### config.mk
export PLATFORM = sky130hd
export DESIGN_NAME = factorial_ctrl
export DESIGN_NICKNAME = d
export VERILOG_FILES = /design/src/rtl/factorial_ctrl.sv
export SDC_FILE = /design/constraint.sdc
export NUM_CORES = 1
export LEC_CHECK = 0
export CORE_UTILIZATION = 40
export DETAILED_ROUTE_END_ITERATION = 7
export DONT_BUFFER_PORTS = 1
export PLACE_DENSITY = 0.59
export SLEW_MARGIN = 10
export SYNTH_ARGS = -nofsm -noshare
export SYNTH_HDL_FRONTEND = slang
export SYNTH_SLANG_ARGS = --single-unit
### constraint.sdc
create_clock -name clk -period 1.9 [get_ports clk]
set_input_delay 0.38 -clock clk [delete_from_list [all_inputs] [get_ports clk]]
set_output_delay 0.38 -clock clk [all_outputs]
set_load 0.05 [all_outputs]
### src/rtl/factorial_ctrl.sv
// factorial_ctrl: sequencing controller for the factorial datapath.
// Drives the counter/accumulator load and update strobes, iterating
// acc <= acc * cnt, cnt <= cnt - 1 until the datapath reports cnt <= 1.
// Optional feature macro: FACT_RANGE_CHECK_EN (rejects n > 12 through ERR).
// All outputs are registered and decoded from the state being entered.
module factorial_ctrl #(
   parameter int ITER_W = 8
) (
   input  logic              clk,
   input  logic              rst,
   input  logic              start,
   input  logic [31:0]       n,
   input  logic              le_one,
   output logic              ld_n,
   output logic              ld_acc,
   output logic              acc_sel,
   output logic              dec_n,
   output logic              busy,
   output logic              done,
   output logic              err,
   output logic [ITER_W-1:0] iter
);

   typedef enum logic [2:0] {
      S_IDLE  = 3'd0,
      S_LOAD  = 3'd1,
      S_CHECK = 3'd2,
      S_MUL   = 3'd3,
`ifdef FACT_RANGE_CHECK_EN
      S_ERR   = 3'd5,
`endif
      S_DONE  = 3'd4
   } state_t;

   // 12! is the largest factorial representable in 32 bits
   localparam logic [31:0] N_MAX = 32'd12;

   state_t            r_state;
   logic              r_ld_n;
   logic              r_ld_acc;
   logic              r_acc_sel;
   logic              r_dec_n;
   logic              r_busy;
   logic              r_done;
   logic [ITER_W-1:0] r_iter;

`ifdef FACT_RANGE_CHECK_EN
   logic              r_err;
   logic              w_out_of_range;

   assign w_out_of_range = (n > N_MAX);
   assign err            = r_err;
`else
   // Without the range check the operand only matters to the datapath
   logic              w_n_unused;

   assign w_n_unused = ^{n, N_MAX};
   assign err        = 1'b0;
`endif

   // Controller FSM: next state plus registered Moore strobes for that state
   always_ff @(posedge clk) begin
      if (rst) begin
         r_state   <= S_IDLE;
         r_ld_n    <= 1'b0;
         r_ld_acc  <= 1'b0;
         r_acc_sel <= 1'b0;
         r_dec_n   <= 1'b0;
         r_busy    <= 1'b0;
         r_done    <= 1'b0;
         r_iter    <= '0;
`ifdef FACT_RANGE_CHECK_EN
         r_err     <= 1'b0;
`endif
      end else begin
         // Strobes are single-state pulses; each transition re-asserts what it needs
         r_ld_n    <= 1'b0;
         r_ld_acc  <= 1'b0;
         r_acc_sel <= 1'b0;
         r_dec_n   <= 1'b0;
         r_busy    <= 1'b0;
         r_done    <= 1'b0;
         case (r_state)
            S_IDLE: begin
               if (start) begin
`ifdef FACT_RANGE_CHECK_EN
                  if (w_out_of_range) begin
                     r_state <= S_ERR;
                     r_done  <= 1'b1;
                     r_err   <= 1'b1;
                  end else begin
                     r_state  <= S_LOAD;
                     r_ld_n   <= 1'b1;
                     r_ld_acc <= 1'b1;
                     r_busy   <= 1'b1;
                     r_err    <= 1'b0;
                  end
`else
                  r_state  <= S_LOAD;
                  r_ld_n   <= 1'b1;
                  r_ld_acc <= 1'b1;
                  r_busy   <= 1'b1;
`endif
               end
            end
            S_LOAD: begin
               // cnt <= n and acc <= 1 happen on this edge in the datapath
               r_iter  <= '0;
               r_state <= S_CHECK;
               r_busy  <= 1'b1;
            end
            S_CHECK: begin
               if (le_one) begin
                  r_state <= S_DONE;
                  r_done  <= 1'b1;
               end else begin
                  r_state   <= S_MUL;
                  r_ld_acc  <= 1'b1;
                  r_acc_sel <= 1'b1;
                  r_dec_n   <= 1'b1;
                  r_busy    <= 1'b1;
               end
            end
            S_MUL: begin
               if (r_iter != {ITER_W{1'b1}}) begin
                  r_iter <= r_iter + 1'b1;
               end
               r_state <= S_CHECK;
               r_busy  <= 1'b1;
            end
            S_DONE: begin
               r_state <= S_IDLE;
            end
`ifdef FACT_RANGE_CHECK_EN
            S_ERR: begin
               r_state <= S_IDLE;
            end
`endif
            default: begin
               r_state <= S_IDLE;
            end
         endcase
      end
   end

   assign ld_n    = r_ld_n;
   assign ld_acc  = r_ld_acc;
   assign acc_sel = r_acc_sel;
   assign dec_n   = r_dec_n;
   assign busy    = r_busy;
   assign done    = r_done;
   assign iter    = r_iter;

endmodule
==> results of run 1 <==
## metal layers
metal  vias up  share of wire (%)  wire length [µm]  global-route usage [%]
met3         4                5.5                70                    5.42
met2        12                 42               533                    20.6
met4         0                2.0                25                    8.13
met1       243                 50               639                    18.8
met5         -                  0                 0                       0
li1        293                  -                 -                       -
## synth_stat cells (2+ instances only)
library cell,number
or2_2,2
buf_4,2
nand4_1,2
o21ai_0,3
nand2_1,4
nor2_1,10
o21a_1,2
dfxtp_1,16
inv_1,3
a21oi_1,5
xor2_1,3
nand3_1,2
## final cells by class
class	instances	share of cell area, %
clock buffer	4	4.54
inverter	3	1.41
multi-input combinational	54	43.0
sequential	16	40.1
tap	16	2.50
timing repair buffer	9	8.45
## sequential cells by signal, indices dropped and copies added, names as in the netlist
register,flops
busy,1
dec_n,1
done,1
iter,8
ld_acc,1
ld_n,1
r_state,3
## where the power goes
| part | total, mW | leakage (nW) | internal, mW | switching, mW |
|---|---|---|---|---|
| clock network | 0.218 | 0.0210 | 0.117 | 0.101 |
| logic | 0.0583 | 0.159 | 0.0200 | 0.0382 |
| registers | 0.381 | 0.130 | 0.348 | 0.0329 |
| total | 0.657 | 0.311 | 0.485 | 0.172 |
## critical path, stage by stage, from the launching register on
cell     delay (ns)
dfxtp_1        0.40
buf_4          0.23
nand3_1        0.11
or4_1          0.48
a21oi_1        0.14
## cell families (layout without fill, tap and decap cells)
kind of cell	count (synthesis)	after routing	share of synthesized area (%)
simple gates	31	31	24.1
compound gates	17	17	18.0
flops	16	16	46.0
buf+inv	6	16	4.49
xor+xnor	4	4	5.04
fa+ha+maj	1	1	1.80
other cells	1	1	0.539
## worst max-delay path by stage
stage	start	slack, ns	to
2_1_floorplan	iter[0]$_SDFFE_PP0P_	0.13	iter[4]$_SDFFE_PP0P_
3_3_place_gp	iter[5]$_SDFFE_PP0P_	0.51	iter[6]$_SDFFE_PP0P_
3_5_place_dp	iter[5]$_SDFFE_PP0P_	0.48	iter[6]$_SDFFE_PP0P_
4_1_cts	iter[5]$_SDFFE_PP0P_	0.46	iter[6]$_SDFFE_PP0P_
5_1_grt	iter[5]$_SDFFE_PP0P_	0.36	iter[6]$_SDFFE_PP0P_
6_report	iter[5]$_SDFFE_PP0P_	0.47	iter[6]$_SDFFE_PP0P_
## through the flow
stage | setup slack, ns | std cells | util (%)
finish | 0.468 | 102 | 51.3
global route | 0.361 | 102 | 51.3
detailed placement | 0.479 | 98 | 49.0
floorplan | 0.132 | 76 | -
global placement | 0.509 | 98 | 49.0
CTS | 0.459 | 102 | 51.3
==> key figures, run 1 <==
Floorplan
  • Initial Util: ~45%
  • Die footprint: 1910 µm²
  • Core Box Area: 1560 µm²
  • I/O pin count: 51
  • DIE HEIGHT: approximately 44 µm
  • Die Wd: 43.7 µm
  • Num rows: 14

Synthesis
  • Top FF cell, synth: dfxtp_1
  • Part of the Yosys area used for sequential elements: a little under half
  • Synth top area share: 46.0%
  • Share of flip-flops with an asynchronous set or reset: 0%
  • Top cell type by total area after synthesis: dfxtp_1
  • Top cells by area, synth: dfxtp_1, nor2_1, xor2_1, a21oi_1, o21ai_0
  • Post-synthesis register bit count: 16
  • Mapped Cells: 76
  • Ys Warns: 0
  • Cell Area, Synth: 696 µm²
  • Mean Syn Cell Area: about 9.2 µm²
  • Synth cell types: 34
  • Number of enable flip-flop cells after synthesis: 0
  • Syn nets: 113

Worst setup path
  • Reg2Reg Depth: 4
  • Startpoint types: register
  • Crit path required time: between 2 and 2.5 ns
  • Reg2reg end: iter[6]$_SDFFE_PP0P_
  • Crit path DAT: 1.65 ns
  • Crit path capture type: register
  • Worst r2r src: iter[5]$_SDFFE_PP0P_
  • CP Class: reg2reg
  • Setup slack, reg-to-reg: 0.47 ns
  • Worst-path fanout max: 5

Layout
  • Most common cell after layout, fill and taps aside: dfxtp_1
  • Fillers: 146
  • Nets: roughly 120
  • P&R area growth vs syn: 14.9%
  • Most frequent cells in the layout: dfxtp_1, nor2_1, buf_4
  • Register area: ~320 µm²
  • Final instance area: 800 µm²
  • Footprint of the multi-input gates: between 300 and 400 µm²
  • N_diodes: 0
  • Share of cells above drive strength 1: between 20% and 30%

Routing
  • DRC: 1
  • Drt first pass iters: 6
  • DRT Wirelength: 1270 µm
  • Vias/cell: 5.41
  • Final ANT Viol Nets: 0
  • DRT iter0 DRCs: 13
  • Via Count: 552
  • Avg WL per Cell: ~12 µm

STA
  • Final Hold Viols: 0
  • Minimum hold slack: approximately 0.15 ns
  • Setup violators final: 0
  • Max-slew violations: 0
  • Final period util: 75.3%
  • Max Freq: 0.699 GHz
  • RSZ-0062 raised after global routing: false
  • Final Skew: between 0.002 and 0.003 ns
  • Slew Limit Headroom: 61.6%
  • Setup TNS: 0 ns
  • Worst Max-Slew Pin Slew: about 0.57 ns
  • Min cycle time layout: 1.43 ns

CTS
  • Htree depth: 1
  • CTS Buf Count: 3
  • Post-CTS resize count: 0
  • Root Buffer: clkbuf_4
  • Post-CTS Setup Bufs: 0
  • Maximum clock path buffer count: 2
  • Reg clk slew, reported paths: 0.09 ns
  • Hold_buf cts: 0
  • # clock sinks: 16
  • CTS tree: done
  • Clk_lat worst skew: 0.28 ns

Outcome
  • Status: finished with violations
  • Violated checks: design-rule violations

Global route
  • Total Routing Usage GR: around 14%
  • Initial antenna violation count: 0
  • Vias in the first global route: 478
  • Largest net degree at the start of global routing: 13
  • Grt ovf: 0
  • First-pass GRT wire length: 1990 µm

Placement
  • DP Wirelength: 942 µm
  • Port buffer count: 0
  • Area post-placement: approximately 760 µm²
  • Final GP Congestion: 0.802

Worst hold path
  • Worst min path class: in2reg
  • Worst hold path stage count: 1
  • Hold Crit Endpoint: iter[7]$_SDFFE_PP0P_
  • Hold Crit Start: rst

Run
  • Max-Cap Viols: 0

Power
  • Static Leakage: slightly above 0.3 nW
  • Max IR drop VDD: roughly 0.0004 V
  • Power Total: approximately 660 µW
  • Power Dens Cells: 822 nW/µm²
No activity file was read; power rests on OpenSTA's default activity.
==> run 2, diff against run 1 <==
- PLACE_DENSITY: 0.59 -> 0.61
- clock period: 1.9 -> 1.17 ns (I/O delays scaled with it)
==> key figures, run 2 (synthesized netlist as in run 1, its figures left out) <==
Layout
  • Most frequent cells in the layout: buf_4, nor2_1, dfxtp_4
  • Share of cells above drive strength 1: 55.0% (+33 points)
  • Max reg flops: 8 (unchanged)
  • P&R area growth vs syn: 62.4%
  • Final instance area: 1130 µm² (+41%)
  • Most common cell after layout, fill and taps aside: buf_4
  • Fillers: 116 (-21%)
  • Final core utilization: 72.5% (+21 points)
  • N_diodes: 0 (unchanged)
  • Nets: 147 (+19%)

Worst setup path
  • Worst-path fanout max: 4 (-1)
  • Crit path DAT: 1.46 ns (-0.19 ns)
  • Reg2reg end: iter[3]$_SDFFE_PP0P_
  • Worst r2r src: iter[1]$_SDFFE_PP0P_
  • Crit path required time: 1.35 ns (-0.77 ns)
  • Setup slack, reg-to-reg: -0.11 ns (-0.58 ns)
  • Crit path capture type: register
  • Reg2Reg Depth: 5 (+1)
  • CP Class: reg2reg
  • Startpoint types: register

CTS
  • Htree depth: 1 (unchanged)
  • CTS tree: done
  • # clock sinks: 16 (unchanged)
  • Clk_lat worst skew: 0.28 ns (about the same)
  • CTS Buf Count: 3 (unchanged)
  • Maximum clock path buffer count: 2 (unchanged)
  • Root Buffer: clkbuf_4
  • Reg clk slew, reported paths: 0.09 ns (about the same)

Worst hold path
  • Hold Crit Start: le_one
  • Worst min path class: in2reg
  • Worst hold path stage count: 1 (unchanged)
  • Hold Crit Endpoint: dec_n$_SDFF_PP0_

Routing
  • DRT Wirelength: 1590 µm (+25%)
  • Avg WL per Cell: 12.7 µm (+2.3%)
  • Vias/cell: 5.30 (-2.0%)
  • Final ANT Viol Nets: 0 (unchanged)
  • Drt first pass iters: 6 (unchanged)
  • DRC: 2 (+1)
  • DRT iter0 DRCs: 6 (-7)
  • Via Count: 663 (+20%)

Global route
  • Grt ovf: 0 (unchanged)
  • Largest net degree at the start of global routing: 11 (-2)
  • Total Routing Usage GR: 17.7% (+3.2 points)
  • Vias in the first global route: 631 (+32%)
  • First-pass GRT wire length: 2480 µm (+25%)
  • Initial antenna violation count: 0 (unchanged)

STA
  • Final Skew: 0.00443 ns (+0.00180 ns)
  • Final Hold Viols: 0 (unchanged)
  • Setup violators final: 9 (+9)
  • RSZ-0062 raised after global routing: true
  • Final period util: 109% (+34 points)
  • Min cycle time layout: 1.28 ns (-0.152 ns)
  • Max-slew violations: 0 (unchanged)
  • Worst Setup Slack, final: -0.110 ns (-0.578 ns)
  • Max Freq: 0.781 GHz (+12%)

Placement
  • Final GP Congestion: 0.740 (-7.7%)
  • DP Wirelength: 1120 µm (+19%)
  • Area post-placement: 956 µm² (+25%)
  • Port buffer count: 0 (unchanged)

Power
  • Power Dens Cells: 938 nW/µm² (+14%)
  • Max IR drop VDD: 0.000704 V (+71%)
  • Static Leakage: 0.440 nW (+42%)

Floorplan
  • Die footprint: 1910 µm² (unchanged)
  • Die Wd: 43.7 µm (unchanged)
  • DIE HEIGHT: 43.7 µm (unchanged)
  • Core Box Area: 1560 µm² (unchanged)
  • Initial Util: 44.6% (unchanged)
  • Num rows: 14 (unchanged)
  • I/O pin count: 51 (unchanged)

Outcome
  • Status: finished with violations
  • Violated checks: design-rule violations, negative setup slack

Run
  • Max-Cap Viols: 0 (unchanged)
-- run 2: layout make-up --
class | instances | area [µm²] | share of cell area [%]
well taps | 16 | 20.0 | 1.77
multi-input cells | 54 | 413 | 36.5
repair buffers | 32 | 307 | 27.1
clock buffers | 4 | 26.3 | 2.33
flip-flops and latches | 16 | 353 | 31.2
inverters | 3 | 11.3 | 0.997
-- run 2: worst max-delay path by stage --
stage | from | end | slack (ns) | cells past startpoint
finish | iter[1]$_SDFFE_PP0P_ | iter[3]$_SDFFE_PP0P_ | -0.11 | 5
floorplan | iter[1]$_SDFFE_PP0P_ | iter[4]$_SDFFE_PP0P_ | -0.16 | 5
global placement | iter[7]$_SDFFE_PP0P_ | iter[4]$_SDFFE_PP0P_ | -0.08 | 4
global route | iter[1]$_SDFFE_PP0P_ | iter[5]$_SDFFE_PP0P_ | -0.19 | 5
CTS | iter[0]$_SDFFE_PP0P_ | iter[5]$_SDFFE_PP0P_ | -0.09 | 5
detailed placement | r_state[2]$_SDFFE_PP0P_ | iter[7]$_SDFFE_PP0P_ | -0.11 | 5
-- run 2: worst max-delay path, stage by stage, from the launching register on --
cell and delay [ns]:
dfxtp_4 0.36, ha_4 0.17, buf_4 0.14, a311oi_4 0.29
xnor2_1 0.16, nor2_1 0.07
-- run 2: metal layers --
metal  part of all wire (%)  global-route usage, %  vias up
met5                      0                      0        -
met4                    1.9                   11.9        0
met3                    2.8                   2.50        4
met2                     49                   30.1       13
met1                     46                   20.5      310
li1                       -                      -      336
-- run 2: through the flow --
| stage | TNS, ns | worst slack, ns | hold slack, ns | power, mW | instances |
|---|---|---|---|---|---|
| floorplan | -0.620 | -0.155 | 0.293 | 0.696 | 76 |
| detailed placement | -0.437 | -0.106 | 0.297 | 0.748 | 116 |
| CTS | -0.373 | -0.0881 | 0.00326 | 1.05 | 121 |
| finish | -0.664 | -0.110 | 0.0274 | 1.06 | 125 |
| global route | -1.38 | -0.190 | 0.0120 | 1.11 | 125 |
| global placement | -0.280 | -0.0837 | 0.295 | 0.745 | 116 |
-- run 2: timing repair --
item	in CTS	in global routing
pin swaps	3	9
resized for setup	12	14
hold buffers	1	1
setup endpoints to repair	13	14
hold endpoints to repair	1	2
buffers inserted	0	3
-- run 2: power breakdown --
| group | leakage, nW | total (mW) | internal, mW | switching (mW) |
|---|---|---|---|---|
| registers | 0.137 | 0.576 | 0.550 | 0.0252 |
| logic | 0.288 | 0.196 | 0.0854 | 0.111 |
| clock network | 0.0150 | 0.289 | 0.132 | 0.156 |
